===== src/rtl/cipher_word_loader.sv =====
// Purpose: assembles UART RX bytes into a length-prefixed stream of cipher words and feeds them to the FME.
// Latency: last payload byte accepted -> fme_start after 2 cycles when the FIFO is empty and the FME is idle.
// Backpressure: the byte completing a payload word is held off (no clear_rx_flag) while the word FIFO is full.
module cipher_word_loader #(
    parameter int WORD_BYTES = 4,
    parameter int LEN_W      = 32,
    parameter int FIFO_DEPTH = 4,
    parameter int MSB_FIRST  = 1
) (
    input  logic                    clk,
    input  logic                    rst,
    input  logic                    start,
    input  logic                    abort,
    input  logic                    ready_in,
    input  logic [7:0]              data_in,
    output logic                    clear_rx_flag,
    input  logic                    fme_busy,
    output logic                    fme_start,
    output logic [8*WORD_BYTES-1:0] fme_data_in,
    output logic                    busy,
    output logic                    done,
    output logic [LEN_W-1:0]        msg_len
);

    localparam int WORD_W = 8 * WORD_BYTES;
    localparam int BC_W   = (WORD_BYTES > 1) ? $clog2(WORD_BYTES) : 1;
    localparam int PTR_W  = $clog2(FIFO_DEPTH);
    localparam int CNT_W  = PTR_W + 1;

    typedef enum logic [1:0] {
        S_IDLE,
        S_HEADER,
        S_PAYLOAD,
        S_DRAIN
    } state_t;

    state_t            r_state;
    state_t            w_state_nxt;

    logic [BC_W-1:0]   r_byte_cnt;
    logic [WORD_W-1:0] r_asm;
    logic              r_word_vld;
    logic [LEN_W-1:0]  r_msg_len;
    logic [LEN_W-1:0]  r_rx_cnt;
    logic [LEN_W-1:0]  r_tx_cnt;

    logic [WORD_W-1:0] r_fifo [FIFO_DEPTH];
    logic [PTR_W-1:0]  r_wr_ptr;
    logic [PTR_W-1:0]  r_rd_ptr;
    logic [CNT_W-1:0]  r_fifo_cnt;

    logic              r_fme_start;
    logic [WORD_W-1:0] r_fme_data;
    logic              r_done;

    logic              w_start_ok;
    logic              w_last_byte;
    logic [LEN_W-1:0]  w_rx_nxt;
    logic              w_push;
    logic              w_push_last;
    logic              w_fifo_full;
    logic              w_accept;
    logic              w_pop;
    logic              w_bypass;
    logic              w_fifo_wr;
    logic              w_fifo_rd;
    logic [WORD_W-1:0] w_head;
    logic              w_done_hdr;
    logic              w_done_drain;
    logic [WORD_W-1:0] w_asm_nxt;

    // Byte insertion order into the assembly register.
    generate
        if (WORD_BYTES == 1) begin : g_one
            assign w_asm_nxt = data_in;
        end else if (MSB_FIRST != 0) begin : g_msb
            assign w_asm_nxt = {r_asm[WORD_W-9:0], data_in};
        end else begin : g_lsb
            assign w_asm_nxt = {data_in, r_asm[WORD_W-1:8]};
        end
    endgenerate

    // Handshake, stall, dispatch and completion decisions for the current cycle.
    always_comb begin
        w_start_ok  = (r_state == S_IDLE) && start && !abort;
        w_last_byte = (r_byte_cnt == BC_W'(WORD_BYTES - 1));
        w_rx_nxt    = r_rx_cnt + LEN_W'(1);
        // A completed word sits in r_asm for exactly one cycle and is pushed then.
        w_push      = (r_state == S_PAYLOAD) && r_word_vld;
        w_push_last = w_push && (w_rx_nxt == r_msg_len);
        // A word already waiting to be pushed counts against the free space.
        w_fifo_full = (r_fifo_cnt + CNT_W'(w_push)) >= CNT_W'(FIFO_DEPTH);

        w_accept = 1'b0;
        if (!abort && ready_in) begin
            case (r_state)
                // Length unknown until the header word is latched, so hold bytes off that cycle.
                S_HEADER:  w_accept = !r_word_vld;
                // Never take bytes beyond the final word, never overrun the FIFO.
                S_PAYLOAD: w_accept = !w_push_last && !(w_last_byte && w_fifo_full);
                default:   w_accept = 1'b0;
            endcase
        end
        clear_rx_flag = w_start_ok || w_accept;

        // Guard on the previous start pulse covers the FME's one-cycle busy rise.
        w_pop    = ((r_state == S_PAYLOAD) || (r_state == S_DRAIN)) && !abort &&
                   !fme_busy && !r_fme_start && ((r_fifo_cnt != '0) || w_push);
        // Empty FIFO: hand the freshly assembled word straight to the FME.
        w_bypass  = w_pop && (r_fifo_cnt == '0);
        w_fifo_wr = w_push && !w_bypass;
        w_fifo_rd = w_pop && !w_bypass;
        w_head    = w_bypass ? r_asm : r_fifo[r_rd_ptr];

        w_done_hdr   = (r_state == S_HEADER) && r_word_vld && (r_asm[LEN_W-1:0] == '0);
        w_done_drain = (r_state == S_DRAIN) && (r_tx_cnt == r_msg_len) &&
                       (r_fifo_cnt == '0) && !fme_busy && !r_fme_start;
    end

    // Next-state selection; abort overrides every other transition.
    always_comb begin
        w_state_nxt = r_state;
        case (r_state)
            S_IDLE: begin
                if (start) w_state_nxt = S_HEADER;
            end
            S_HEADER: begin
                if (r_word_vld) w_state_nxt = w_done_hdr ? S_IDLE : S_PAYLOAD;
            end
            S_PAYLOAD: begin
                if (w_push_last) w_state_nxt = S_DRAIN;
            end
            S_DRAIN: begin
                if (w_done_drain) w_state_nxt = S_IDLE;
            end
            default: w_state_nxt = S_IDLE;
        endcase
        if (abort) w_state_nxt = S_IDLE;
    end

    // State register.
    always_ff @(posedge clk or posedge rst) begin
        if (rst) r_state <= S_IDLE;
        else     r_state <= w_state_nxt;
    end

    // Byte assembly: shift accepted bytes in, flag the cycle after a word completes.
    always_ff @(posedge clk or posedge rst) begin
        if (rst) begin
            r_byte_cnt <= '0;
            r_asm      <= '0;
            r_word_vld <= 1'b0;
        end else if (abort || w_start_ok) begin
            r_byte_cnt <= '0;
            r_word_vld <= 1'b0;
            if (w_start_ok) r_asm <= '0;
        end else begin
            r_word_vld <= w_accept && w_last_byte;
            if (w_accept) begin
                r_asm      <= w_asm_nxt;
                r_byte_cnt <= w_last_byte ? '0 : r_byte_cnt + BC_W'(1);
            end
        end
    end

    // Message length and received/dispatched word counters.
    always_ff @(posedge clk or posedge rst) begin
        if (rst) begin
            r_msg_len <= '0;
            r_rx_cnt  <= '0;
            r_tx_cnt  <= '0;
        end else if (abort) begin
            r_rx_cnt <= '0;
            r_tx_cnt <= '0;
        end else if (w_start_ok) begin
            r_msg_len <= '0;
            r_rx_cnt  <= '0;
            r_tx_cnt  <= '0;
        end else begin
            if ((r_state == S_HEADER) && r_word_vld) r_msg_len <= r_asm[LEN_W-1:0];
            if (w_push) r_rx_cnt <= w_rx_nxt;
            if (w_pop)  r_tx_cnt <= r_tx_cnt + LEN_W'(1);
        end
    end

    // FIFO pointers and occupancy; bypassed words never touch them.
    always_ff @(posedge clk or posedge rst) begin
        if (rst) begin
            r_wr_ptr   <= '0;
            r_rd_ptr   <= '0;
            r_fifo_cnt <= '0;
        end else if (abort || w_start_ok) begin
            r_wr_ptr   <= '0;
            r_rd_ptr   <= '0;
            r_fifo_cnt <= '0;
        end else begin
            if (w_fifo_wr) r_wr_ptr <= r_wr_ptr + PTR_W'(1);
            if (w_fifo_rd) r_rd_ptr <= r_rd_ptr + PTR_W'(1);
            case ({w_fifo_wr, w_fifo_rd})
                2'b10:   r_fifo_cnt <= r_fifo_cnt + CNT_W'(1);
                2'b01:   r_fifo_cnt <= r_fifo_cnt - CNT_W'(1);
                default: r_fifo_cnt <= r_fifo_cnt;
            endcase
        end
    end

    // FIFO storage; contents are don't-care while the pointers say empty.
    always_ff @(posedge clk) begin
        if (w_fifo_wr && !abort) r_fifo[r_wr_ptr] <= r_asm;
    end

    // FME launch pulse, held word, and completion pulse.
    always_ff @(posedge clk or posedge rst) begin
        if (rst) begin
            r_fme_start <= 1'b0;
            r_fme_data  <= '0;
            r_done      <= 1'b0;
        end else begin
            r_fme_start <= w_pop;
            if (w_pop) r_fme_data <= w_head;
            r_done <= !abort && (w_done_hdr || w_done_drain);
        end
    end

    assign fme_start   = r_fme_start;
    assign fme_data_in = r_fme_data;
    assign done        = r_done;
    assign msg_len     = r_msg_len;
    assign busy        = (r_state != S_IDLE);

endmodule


===== config.mk =====
export PLATFORM = sky130hd
export DESIGN_NAME = cipher_word_loader
export DESIGN_NICKNAME = d
export VERILOG_FILES = /design/src/rtl/cipher_word_loader.sv
export SDC_FILE = /design/constraint.sdc
export NUM_CORES = 1
export LEC_CHECK = 0
export ABC_CLOCK_PERIOD_IN_PS = 5600
export BUFFER_PORTS_ARGS = -buffer_cell sky130_fd_sc_hd__buf_2
export CORE_AREA = 3 3 164 166
export CTS_CLUSTER_SIZE = 24
export DETAILED_ROUTE_END_ITERATION = 16
export DIE_AREA = 0 0 167 169
export PLACE_DENSITY = 0.79
export SYNTH_ARGS = -nofsm -noshare
export SYNTH_HDL_FRONTEND = slang
export SYNTH_SLANG_ARGS = --single-unit

===== constraint.sdc =====
create_clock -name clk -period 5.6 [get_ports clk]
set_clock_uncertainty 0.2 [all_clocks]
set_input_delay 1.12 -clock clk [delete_from_list [all_inputs] [get_ports clk]]
set_output_delay 1.12 -clock clk [all_outputs]
set_load 0.1 [all_outputs]

== After elaboration in Yosys (flattened, before gate mapping) ==
Memories as Yosys holds them, arrays and structs flattened.
Cells that the tools add are included.

* Flip-flop bits (word level): 174
* Bits in writable memories: 128
* Input bits: 14
* Output and inout bits: 68
* Logic and storage cells: 120
* Memories: 1

{| class="wikitable"
|+ Memory list
! name !! words !! width !! rd ports !! clocked after memory_dff !! write ports !! RTL line !! RTL
|-
| r_fifo || 4 || 32 || 1 || 0 || 1 || 47 || <nowiki>logic [WORD_W-1:0] r_fifo [FIFO_DEPTH];</nowiki>
|}

* Add/sub/neg operators: 8
* Magnitude comparators: 1
* Equal/unequal tests: 13
* Multiplexer cells: 33
* Bitwise logic cells: 1
* Reduce and logical (&&, ||, !) cells: 50

{| class="wikitable"
|+ Operators with widths
! operator !! number
|-
| 32-bit two-way mux || 12
|-
| 32-bit by 1-bit adder with 32-bit output, second input constant || 2
|-
| 32-bit == test || 2
|-
| 32-bit zero test || 1
|-
| 2-bit two-way mux || 13
|-
| 1-bit logical AND || 23
|-
| 3-bit inequality test, second input constant || 4
|-
| 3-bit nonzero test || 4
|-
| 2-bit nonzero test || 5
|-
| 2-bit == test, second input constant || 4
|-
| 2-bit case mux with 4 select lines || 1
|-
| 1-bit zero test || 7
|-
| 2-bit by 1-bit adder with 2-bit output, second input constant || 3
|-
| 3-bit case mux with 2 select lines || 1
|-
| 1-bit logical OR || 5
|-
| 2-bit by 1-bit == test with 1-bit output, second input constant || 2
|-
| 1-bit two-way mux || 4
|-
| 2-bit AND reduction || 2
|-
| 4-bit AND reduction || 1
|-
| 3-bit by 1-bit adder with 3-bit output || 1
|-
| 3-bit by 1-bit adder with 3-bit output, second input constant || 1
|-
| 3-bit >= comparator, second input constant || 1
|-
| 3-bit zero test || 1
|-
| 3-bit two-way mux || 1
|-
| other kinds (5) || 5
|}

== Depth between registers and ports, before layout ==
Gate-level depths: netlist (run 1).

* Depth after elaboration: 12
* Depth in mapped cells: 11
* Mapped depth without buffers: 11

== Worst setup path before layout (run 1) ==
OpenSTA, ideal clock, no wires.

* Path type: flip-flop to output port
* Start: register r_rx_cnt[0]
* End: output clear_rx_flag
* Arrival: 3149 ps
* Required time: 4280 ps
* Slack: 1131 ps
* Cell stages (with the launch flop): 12
* Path buffers: 2
* Path through: dfrtp_1 -> ha_1 -> nand3_1 -> or4_1 -> clkbuf_1 -> or3_1 -> a22oi_1 -> nand4_1 -> o41a_1 -> nor2_4 -> buf_4 -> inv_2

* Word-level cells in the longest chain between the ends: 8

{| class="wikitable"
|+ RTL lines
! item !! RTL line !! RTL
|-
| start: declaration || 44 || <nowiki>logic [LEN_W-1:0] r_rx_cnt;</nowiki>
|-
| start signal: assignment || 181 || <nowiki>if (w_push) r_rx_cnt <= w_rx_nxt;</nowiki>
|-
| 32-bit by 1-bit adder with 32-bit output || 87 || <nowiki>w_rx_nxt = r_rx_cnt + LEN_W'(1);</nowiki>
|-
| 32-bit == test || 90 || <nowiki>w_push_last = w_push && (w_rx_nxt == r_msg_len);</nowiki>
|-
| 1-bit logical AND || 90 ||
|-
| 1-bit zero test || 100 || <nowiki>S_PAYLOAD: w_accept = !w_push_last && !(w_last_byte && w_fifo_full);</nowiki>
|-
| 1-bit logical AND || 100 ||
|-
| 1-bit case mux with 2 select lines || 96 || <nowiki>case (r_state)</nowiki>
|-
| 1-bit two-way mux || 95 || <nowiki>if (!abort && ready_in) begin</nowiki>
|-
| 1-bit logical OR || 104 || <nowiki>clear_rx_flag = w_start_ok || w_accept;</nowiki>
|-
| end: declaration || 16 || <nowiki>output logic clear_rx_flag,</nowiki>
|}

No other way between the ends.

== Worst setup path in the final report (run 1) ==
Same ends and word-level chain as after synthesis.

==> results.cfg, run 1 <==
[routing]
ant_nets = 0
drc = 0
firstDrtPassIters = 5
via_per_inst = 6.09
via_count = 9440
dr.first_iter.drc_count = 897
drt-total-wl_mm = 34.1
wire_per_inst_um = 22.0

[yosys]
ys.flop_type = dfrtp_1
yosysTopAreaCellShare_pct = 31.3
syn_nets = 1146
syn_area_mm2 = 0.0139
synth-simple-area-share_pct = 12.9
yosysUniqueCellTypes = 60
synth_adder_area_share_pct = 1.13
synthMuxAreaShare_pct = 8.13
synth_top_family_by_area = simple AND/OR/NAND/NOR gates
yosysMostFrequentCell = dfrtp_1
yosysTopAreaCell = dfrtp_1
syn_inst = 1120
ys_seq_area_share_pct = 58.9
synth_xor_area_share_pct = 8.31
synth_area_leaders = dfrtp_1 31%, edfxtp_1 28%, mux4_2 5.2%
synth_compound_area_share_pct = 8.41
yosysWarnings = 0
synth_commonest_cells = 174 x dfrtp_1, 128 x edfxtp_1, 88 x nand2_1
postSynthAreaPerCell_um2 = 12.4
synthArstFlopShare_pct = 57.6
ys_ff_latch = 302
synth-edff-count = 128

[die]
core_area_mm2 = 0.0258
die_width_um = 167
die_h_um = 169
start_util_pct = 54.0
io_pins = 82
die-area_mm2 = 0.0282
placementRows = 59

[sta]
timing.final.crit_share_pct = 95.3
setup_tns_ps = 0
worst_slew_pin_slew_ps = 1110
drv_slew = 0
relSlewSlack_pct = 25.8
fin_hold_ws_ps = 272
rsz0062_at_grt = false
fin_crit_ps = 5340
finalHoldViolCount = 0
finalSetupViolCount = 0
max_freq_mhz = 187

[clock_network]
numCtsBuffers = 30
cts-root-buf = clkbuf_16
clk_pin_slew_ps = 60
cts_htree_levels = 1
cts_buffer_depth = 3
cts_tree = built
cts.sinks = 302
clkLatencyLatePin_ps = 570

[final_layout]
drive_gt1_share_pct = 16.6
syn_to_final_growth_pct = 13.9
finalInstanceArea_mm2 = 0.0158
layout.nets = 1216
fin_util_pct = 61.5
diodes = 0
fin_cells = 1549

[hold_path]
hold_depth = 2
min-delay-start = fme_data_in[22]$_DFFE_PP0P_
hp-class = flop to flop
min_to = fme_data_in[22]$_DFFE_PP0P_

[setup_path]
cp.arrival_ps = 4020
crit_type = flop to output port
crit_path_end_kind = output port
start_kind = flop
reg2reg_slack_ps = 1600
r2r_start = r_rx_cnt[0]$_DFFE_PP0P_
crit_fanout = 10
r2r_cells = 10
worst_ep_required_time_ps = 4280
timing.rr.end = r_asm[28]$_DFFE_PP0P_

[grt]
overflow = 0
grt.total_usage_pct = 24.1
antenna_found_initial = 0
grt_max_degree = 175
grt_pass1_wl_mm = 53.9
grt_pass1_vias = 9298

[power]
power_density_mw_per_mm2 = 311
ir_drop_uv = 203
leakage_nw = 6.84

[placed_design]
place.gp.congestion = 0.915
dp_hpwl_mm = 22.4
place_area_mm2 = 0.0146
dp_cells = 1490
io_buffers = 81

[run]
cap_violations = 0

[run_status]
status = complete, no violations
## power breakdown
part	internal, mW	leakage, nW	total [mW]	switching, mW
sequential	2.32	3.77	2.36	0.0408
combinational	0.0537	2.50	0.243	0.189
clock	1.46	0.570	2.33	0.872
total	3.83	6.84	4.94	1.10
## timing repair
item	CTS	global route
setup buffers	0	3
hold buffers	0	0
hold endpoints to repair	0	0
resized for setup	0	2
endpoints found under the setup margin	0	1
## state kept, by name, summed over array words and instances (netlist names)
signal and count:
r_tx_cnt 32, r_state 2, fme_data_in 32, r_rx_cnt 32, r_wr_ptr 2, r_fifo 128, r_fifo_cnt 3, msg_len 32
r_asm 32, done 1, fme_start 1, r_byte_cnt 2, r_word_vld 1, r_rd_ptr 2
## critical path, stage by stage, from the launching register on
cell,delay (ps)
dfrtp_1,420
ha_1,270
nand3_2,240
or4_1,730
nor3_1,400
mux2i_1,330
nand3_1,150
o41a_1,400
nor2_4,190
inv_2,40
buf_2,280
## layout make-up
type | instances | area [um2]
flip-flops and latches | 302 | 8200
repair buffers | 100 | 561
fillers | 1955 | 9920
well taps | 335 | 419
inverters | 13 | 52.6
clock inverters | 19 | 354
clock buffers | 37 | 817
multi-input cells | 743 | 5440
## placed cells by master (no fill, tap or decap), types with 4 or more instances in the layout
cell type    n
a21oi_1     18
a22o_1      64
and2_1       7
and3_1      12
and4_1       9
buf_2       81
buf_4       18
bufinv_16    9
clkbuf_16   30
clkbuf_8     4
clkinv_2     5
dfrtp_1    172
edfxtp_1   128
ha_1        11
inv_1       10
mux2i_1     41
mux4_2      32
nand2_1     88
nand3_1     29
nand3b_1     4
nand4_1     26
nor2_1      84
nor3_1      30
nor4_1      31
o21ai_0     49
o22ai_1      4
or2_2        4
or3_1       13
or4_1        5
xnor2_1     67
xor2_1      65
## metal layers
metal	track usage (%)	share of wire [%]	up-vias	wire (um)
li1	-	-	4277	-
met1	34.5	43	4753	14600
met2	39.3	48	357	16400
met3	3.27	6.8	53	2310
met4	6.78	2.3	0	781
met5	0	0	-	0
## worst max path at each step
stage,start,endpoint,slack [ps],cells after the start
finish,r_rx_cnt[0]$_DFFE_PP0P_,clear_rx_flag,260,10
floorplan,r_rx_cnt[0]$_DFFE_PP0P_,clear_rx_flag,1130,11
global route,r_rx_cnt[0]$_DFFE_PP0P_,clear_rx_flag,50,10
detailed placement,r_rx_cnt[3]$_DFFE_PP0P_,clear_rx_flag,680,9
global placement,r_rx_cnt[3]$_DFFE_PP0P_,clear_rx_flag,710,9
CTS,r_rx_cnt[3]$_DFFE_PP0P_,clear_rx_flag,60,9
## per-stage QoR
| stage | setup WS [ps] | power [mW] |
|---|---|---|
| 6_report | 262 | 4.94 |
| 5_1_grt | 55.0 | 5.08 |
| 4_1_cts | 59.1 | 4.97 |
| 3_5_place_dp | 682 | 2.65 |
| 3_3_place_gp | 713 | 2.64 |
| 2_1_floorplan | 1130 | 2.58 |
## logic make-up after synthesis
logic type / Yosys count
buf+inv: 75
flops: 302
fa+ha+maj: 12
compound gates: 166
mux: 73
simple gates: 360
xor+xnor: 132
Note: power is estimated with default switching activity, not from simulation.
==> inputs of run 2 (changes only) <==
--- a/config.mk
+++ b/config.mk
@@ -11,7 +11,7 @@
 export CTS_CLUSTER_SIZE = 24
 export DETAILED_ROUTE_END_ITERATION = 16
 export DIE_AREA = 0 0 167 169
-export PLACE_DENSITY = 0.79
+export PLACE_DENSITY = 0.8
 export SYNTH_ARGS = -nofsm -noshare
 export SYNTH_HDL_FRONTEND = slang
 export SYNTH_SLANG_ARGS = --single-unit
==> run 2 against run 1 <==
Sequential cell count stayed put. Die area stayed put. Worst setup slack worse by 29 ps. Sequential share of layout area is 0.83 points higher. Power is 7.6% lower. Critical path type unchanged. Largest cell class unchanged. Highest routed layer unchanged.
==> results.cfg, run 2 (synthesized netlist as in run 1, its figures left out) <==
[power]
seqPwrFrac_pct = 51.8
pwr-share-comb_pct = 5.4
p_clk_share_pct = 42.7
ir_drop_uv = 243
internal_power_mw = 3.50
p_sw_share_pct = 23.2
power_mw = 4.56
power_density_mw_per_mm2 = 292
leakage_nw = 6.71
power.switching_mw = 1.06

[die]
placementRows = 59
start_util_pct = 54.0
die_h_um = 169
die-area_mm2 = 0.0282
core_area_mm2 = 0.0258
die_width_um = 167
io_pins = 82

[final_layout]
fillers = 1982
final_common_cell = dfrtp_1
layout_common_cells = 172 x dfrtp_1, 128 x edfxtp_1, 88 x nand2_1
largest_register_ffs = 128
largest-register = r_fifo
drive_gt1_share_pct = 15.7
syn_to_final_growth_pct = 12.1
diodes = 0
layout.nets = 1212

[sta]
rsz0062_at_grt = false
drv_slew = 0
worst_slew_pin_slew_ps = 1190
setup_tns_ps = 0
fin_crit_ps = 5370
timing.final.crit_share_pct = 95.8
relSlewSlack_pct = 20.9
finalSetupViolCount = 0
max_freq_mhz = 186
finalHoldViolCount = 0

[setup_path]
crit_type = flop to output port
cp_slowest_cell = or4_1
cp_slowest_stage_delay_ps = 760
cp_num_buf_inv = 2
crit_fanout = 10
worstPathCellList = ha_1 -> nand3_1 -> or4_1 -> or3_1 -> a22oi_1 -> nand4_1 -> o41a_1 -> nor2_4 -> inv_2 -> buf_2
crit_path_end_kind = output port
cp.arrival_ps = 4050
cp_top_family = simple AND/OR/NAND/NOR gates
worst_ep_required_time_ps = 4280
start_kind = flop

[hold_path]
hp-class = flop to flop

[grt]
grt.total_usage_pct = 23.9
met2_usage_pct = 37.0
grt_max_degree = 140
overflow = 0
grt_pass1_wl_mm = 53.6
grt_pass1_vias = 9447
grtUsageMet3_pct = 3.22
gr-usage-met1_pct = 35.4
grt_most_used_layer = met2
antenna_found_initial = 0

[clock_network]
cts_htree_levels = 1
cts_buffer_depth = 3
clk_pin_slew_ps = 60
holdBufCountCts = 0
numCtsBuffers = 30
cts-root-buf = clkbuf_16
cts_tree = built
cts.sinks = 302
clkLatencyLatePin_ps = 550

[routing]
firstDrtPassIters = 5
via_per_inst = 6.16
wire_per_inst_um = 21.9
via_count = 9517
ant_nets = 0
drt-total-wl_mm = 33.8
dr.first_iter.drc_count = 945
drc = 0

[run]
cap_violations = 0

[placed_design]
dp_hpwl_mm = 22.2
place.gp.congestion = 0.901
io_buffers = 81

[run_status]
status = complete, no violations
## run 2: cell types whose count changed in the layout (fill, tap and decap cells not counted), sizes merged
cell    delta
bufinv     -7
clkbuf     +1
buf        -4
clkinv     +6
## run 2: layout make-up
| class | count | area [um2] | area share, % |
|---|---|---|---|
| Sequential cell | 302 | 8200 | 52.6 |
| Inverter | 13 | 52.6 | 0.337 |
| Timing Repair Buffer | 96 | 531 | 3.40 |
| Clock buffer | 38 | 822 | 5.27 |
| Multi-Input combinational cell | 743 | 5440 | 34.8 |
| Clock inverter | 18 | 138 | 0.882 |
| Tap cell | 335 | 419 | 2.69 |
## run 2: metrics by stage
| step | util [%] | cell area, um2 | hold WS (ps) | setup WS [ps] | std cells |
|---|---|---|---|---|---|
| 2_1_floorplan | - | 13900 | 323 | 1130 | 1120 |
| 3_3_place_gp | 56.8 | 14600 | 258 | 891 | 1489 |
| 3_5_place_dp | 56.8 | 14600 | 265 | 842 | 1489 |
| 4_1_cts | 60.5 | 15600 | 279 | 248 | 1545 |
| 5_1_grt | 60.5 | 15600 | 292 | 38.7 | 1545 |
| 6_report | 60.5 | 15600 | 271 | 233 | 1545 |
## run 2: worst reg2reg max path: cells and delay by family (launching register included)
family | cells | cell delay, ps
flops | 1 | 420
compound gates | 3 | 860
simple gates | 5 | 1880
buf+inv | 1 | 380
fa+ha+maj | 1 | 260
## run 2: power by group through the flow
stage / sequential, mW / combinational, mW / clock (mW)
after global placement: 2.41 / 0.240 / 0
after global routing: 2.37 / 0.272 / 2.07
after CTS: 2.36 / 0.248 / 1.98
after detailed placement: 2.41 / 0.247 / 0
after floorplan: 2.39 / 0.187 / 0
final: 2.37 / 0.247 / 1.95
## run 2: path summary, 6_finish.rpt
path,cells after the start,end,start,slack (ps)
max,10,clear_rx_flag,r_rx_cnt[0]$_DFFE_PP0P_,230
min,2,fme_data_in[26]$_DFFE_PP0P_,fme_data_in[26]$_DFFE_PP0P_,270
max reg2reg,10,r_asm[29]$_DFFE_PP0P_,r_rx_cnt[0]$_DFFE_PP0P_,1540
min reg2reg,2,fme_data_in[26]$_DFFE_PP0P_,fme_data_in[26]$_DFFE_PP0P_,270
max in group asynchronous,3,fme_data_in[0]$_DFFE_PP0P_,rst,3470
min in group asynchronous,2,msg_len[28]$_DFFE_PP0P_,rst,520
## run 2: metal layers
layer,share of wire (%),vias up
met4,3.5,0
li1,-,4278
met2,46,380
met5,0,-
met3,6.7,74
met1,44,4785
## run 2: repair_timing
action	in CTS	in global routing
hold endpoints to repair	0	0
setup endpoints to repair	0	1
setup buffers	0	0
gates resized for setup	0	1
==> inputs of run 3 (changes only) <==
--- a/config.mk
+++ b/config.mk
@@ -5,13 +5,13 @@
 export SDC_FILE = /design/constraint.sdc
 export NUM_CORES = 1
 export LEC_CHECK = 0
-export ABC_CLOCK_PERIOD_IN_PS = 5600
+export ABC_CLOCK_PERIOD_IN_PS = 5950
 export BUFFER_PORTS_ARGS = -buffer_cell sky130_fd_sc_hd__buf_2
 export CORE_AREA = 3 3 164 166
 export CTS_CLUSTER_SIZE = 24
 export DETAILED_ROUTE_END_ITERATION = 16
 export DIE_AREA = 0 0 167 169
-export PLACE_DENSITY = 0.8
+export PLACE_DENSITY = 0.77
 export SYNTH_ARGS = -nofsm -noshare
 export SYNTH_HDL_FRONTEND = slang
 export SYNTH_SLANG_ARGS = --single-unit
==> constraint.sdc (replaced) <==
create_clock -name clk -period 5.95 [get_ports clk]
set_clock_uncertainty 0.2 [all_clocks]
set_input_delay 1.19 -clock clk [delete_from_list [all_inputs] [get_ports clk]]
set_output_delay 1.19 -clock clk [all_outputs]
set_load 0.1 [all_outputs]
==> run 3 against run 2 <==
Clock power about the same. Combinational power is 6% lower. Via count is 0.96% lower. Core utilization up 0.28 points. Sequential power is 6% lower. Critical endpoint unchanged.
==> results.cfg, run 3 (synthesized netlist as in run 1, its figures left out) <==
[final_layout]
final_common_cell = dfrtp_1
largest_register_ffs = 128
fin_cells = 1546
layout.nets = 1213
diodes = 0
layout_common_cells = 173 x dfrtp_1, 128 x edfxtp_1, 88 x nand2_1
finalInstanceArea_mm2 = 0.0157
fillers = 1984
syn_to_final_growth_pct = 12.6
largest-register = r_fifo
multiInputGateArea_mm2 = 0.00543
drive_gt1_share_pct = 16.3
area.sequential_mm2 = 0.00820
fin_util_pct = 60.8

[grt]
grt_max_degree = 72
overflow = 0
grt_pass1_vias = 9297
grt_pass1_wl_mm = 53.6
antenna_found_initial = 0
grt.total_usage_pct = 23.8

[routing]
via_count = 9426
wire_per_inst_um = 21.7
highest_layer = met4
met2_length_mm = 15.9
drt-total-wl_mm = 33.5
firstDrtPassIters = 7
wl_met1_mm = 14.3
drc = 0
dr.first_iter.drc_count = 1008
via_per_inst = 6.10
ant_nets = 0
met3_length_mm = 2.17

[setup_path]
cp_slowest_cell = or4_1
cp_slowest_stage_delay_ps = 790
crit_fanout = 9
worst_ep_required_time_ps = 4560
cp-startpoint = r_rx_cnt[3]$_DFFE_PP0P_
start_kind = flop
worstPathCellList = nand4_1 -> or4_1 -> or4_1 -> a22oi_1 -> nand4_1 -> o41a_1 -> nor2_4 -> inv_2 -> buf_2
crit_path_end_kind = output port
crit_type = flop to output port
r2r_start = r_rx_cnt[3]$_DFFE_PP0P_
cp.arrival_ps = 4300

[power]
p_sw_share_pct = 23.1
power_mw = 4.37
power.switching_mw = 1.01
seqPwrFrac_pct = 50.8
internal_power_mw = 3.36
power_density_mw_per_mm2 = 279
p_clk_share_pct = 43.9
ir_drop_uv = 299
leakage_nw = 6.76
pwr-share-comb_pct = 5.3

[placed_design]
post-place-ws_ps = 904
place_area_mm2 = 0.0147
place.gp.congestion = 0.943
dp_hpwl_mm = 22.5
dp_cells = 1490
io_buffers = 81

[hold_path]
hp-class = flop to flop
min-delay-start = fme_data_in[21]$_DFFE_PP0P_

[run_status]
status = complete, no violations

[sta]
max_freq_mhz = 176
rsz0062_at_grt = false
layout_setup_ws_ps = 255
fin_crit_ps = 5690
timing.final.crit_share_pct = 95.7
drv_slew = 0
worst_slew_pin_slew_ps = 1120
fin_hold_ws_ps = 273
finalSetupViolCount = 0
relSlewSlack_pct = 25.2
finalHoldViolCount = 0
setup_tns_ps = 0

[clock_network]
clk_pin_slew_ps = 60
cts-root-buf = clkbuf_16
numCtsBuffers = 30
post_cts_buffers = 0
cts_tree = built
post_cts_resized = 0
cts_htree_levels = 1
holdBufCountCts = 0
cts.sinks = 302
cts_buffer_depth = 3
clkLatencyLatePin_ps = 550

[die]
die-area_mm2 = 0.0282
die_h_um = 169
io_pins = 82
placementRows = 59
start_util_pct = 54.0
die_width_um = 167
core_area_mm2 = 0.0258

[run]
cap_violations = 0
run 3: cell count changes in the layout (fill, tap and decap cells not counted), sizes merged:
cell      previous run  this run
inv                 11        14
clkinv              16        13
bufinv               2         3
buf                 96        97
clkbuf              38        36
clkinvlp             2         3
run 3: final cells by class:
type / count / share of cell area, %
Multi-Input combinational cell: 743 / 34.6
Sequential cell: 302 / 52.3
Inverter: 13 / 0.335
Clock buffer: 36 / 5.26
Tap cell: 335 / 2.68
Timing Repair Buffer: 97 / 3.51
Clock inverter: 20 / 1.24
run 3: final timing paths:
kind,to,slack (ps),cells after the start
min reg2reg,fme_data_in[21]$_DFFE_PP0P_,270,2
max,clear_rx_flag,260,9
min,fme_data_in[21]$_DFFE_PP0P_,270,2
max reg2reg,r_asm[22]$_DFFE_PP0P_,1530,9
min in group asynchronous,r_rx_cnt[19]$_DFFE_PP0P_,670,2
max in group asynchronous,r_rd_ptr[0]$_DFFE_PP0P_,4010,3
run 3: power by group through the flow:
stage	Sequential [mW]	Combinational, mW	Clock, mW
after global placement	2.26	0.226	0
after CTS	2.22	0.232	1.94
after detailed placement	2.27	0.230	0
after global routing	2.23	0.253	2.03
after floorplan	2.25	0.176	0
final	2.22	0.231	1.92
run 3: critical path: cells and delay by family (launching register included):
family                 cells  cell delay, ps
AND/OR/NAND/NOR            5            2190
buffers and inverters      2             310
AO/OA/AOI/OAI              2             760
flip-flops                 1             500
run 3: routing by layer:
metal	vias up	track usage, %
li1	4281	-
met1	4731	34.5
met2	351	37.7
met3	63	3.39
met4	0	7.42
met5	-	0
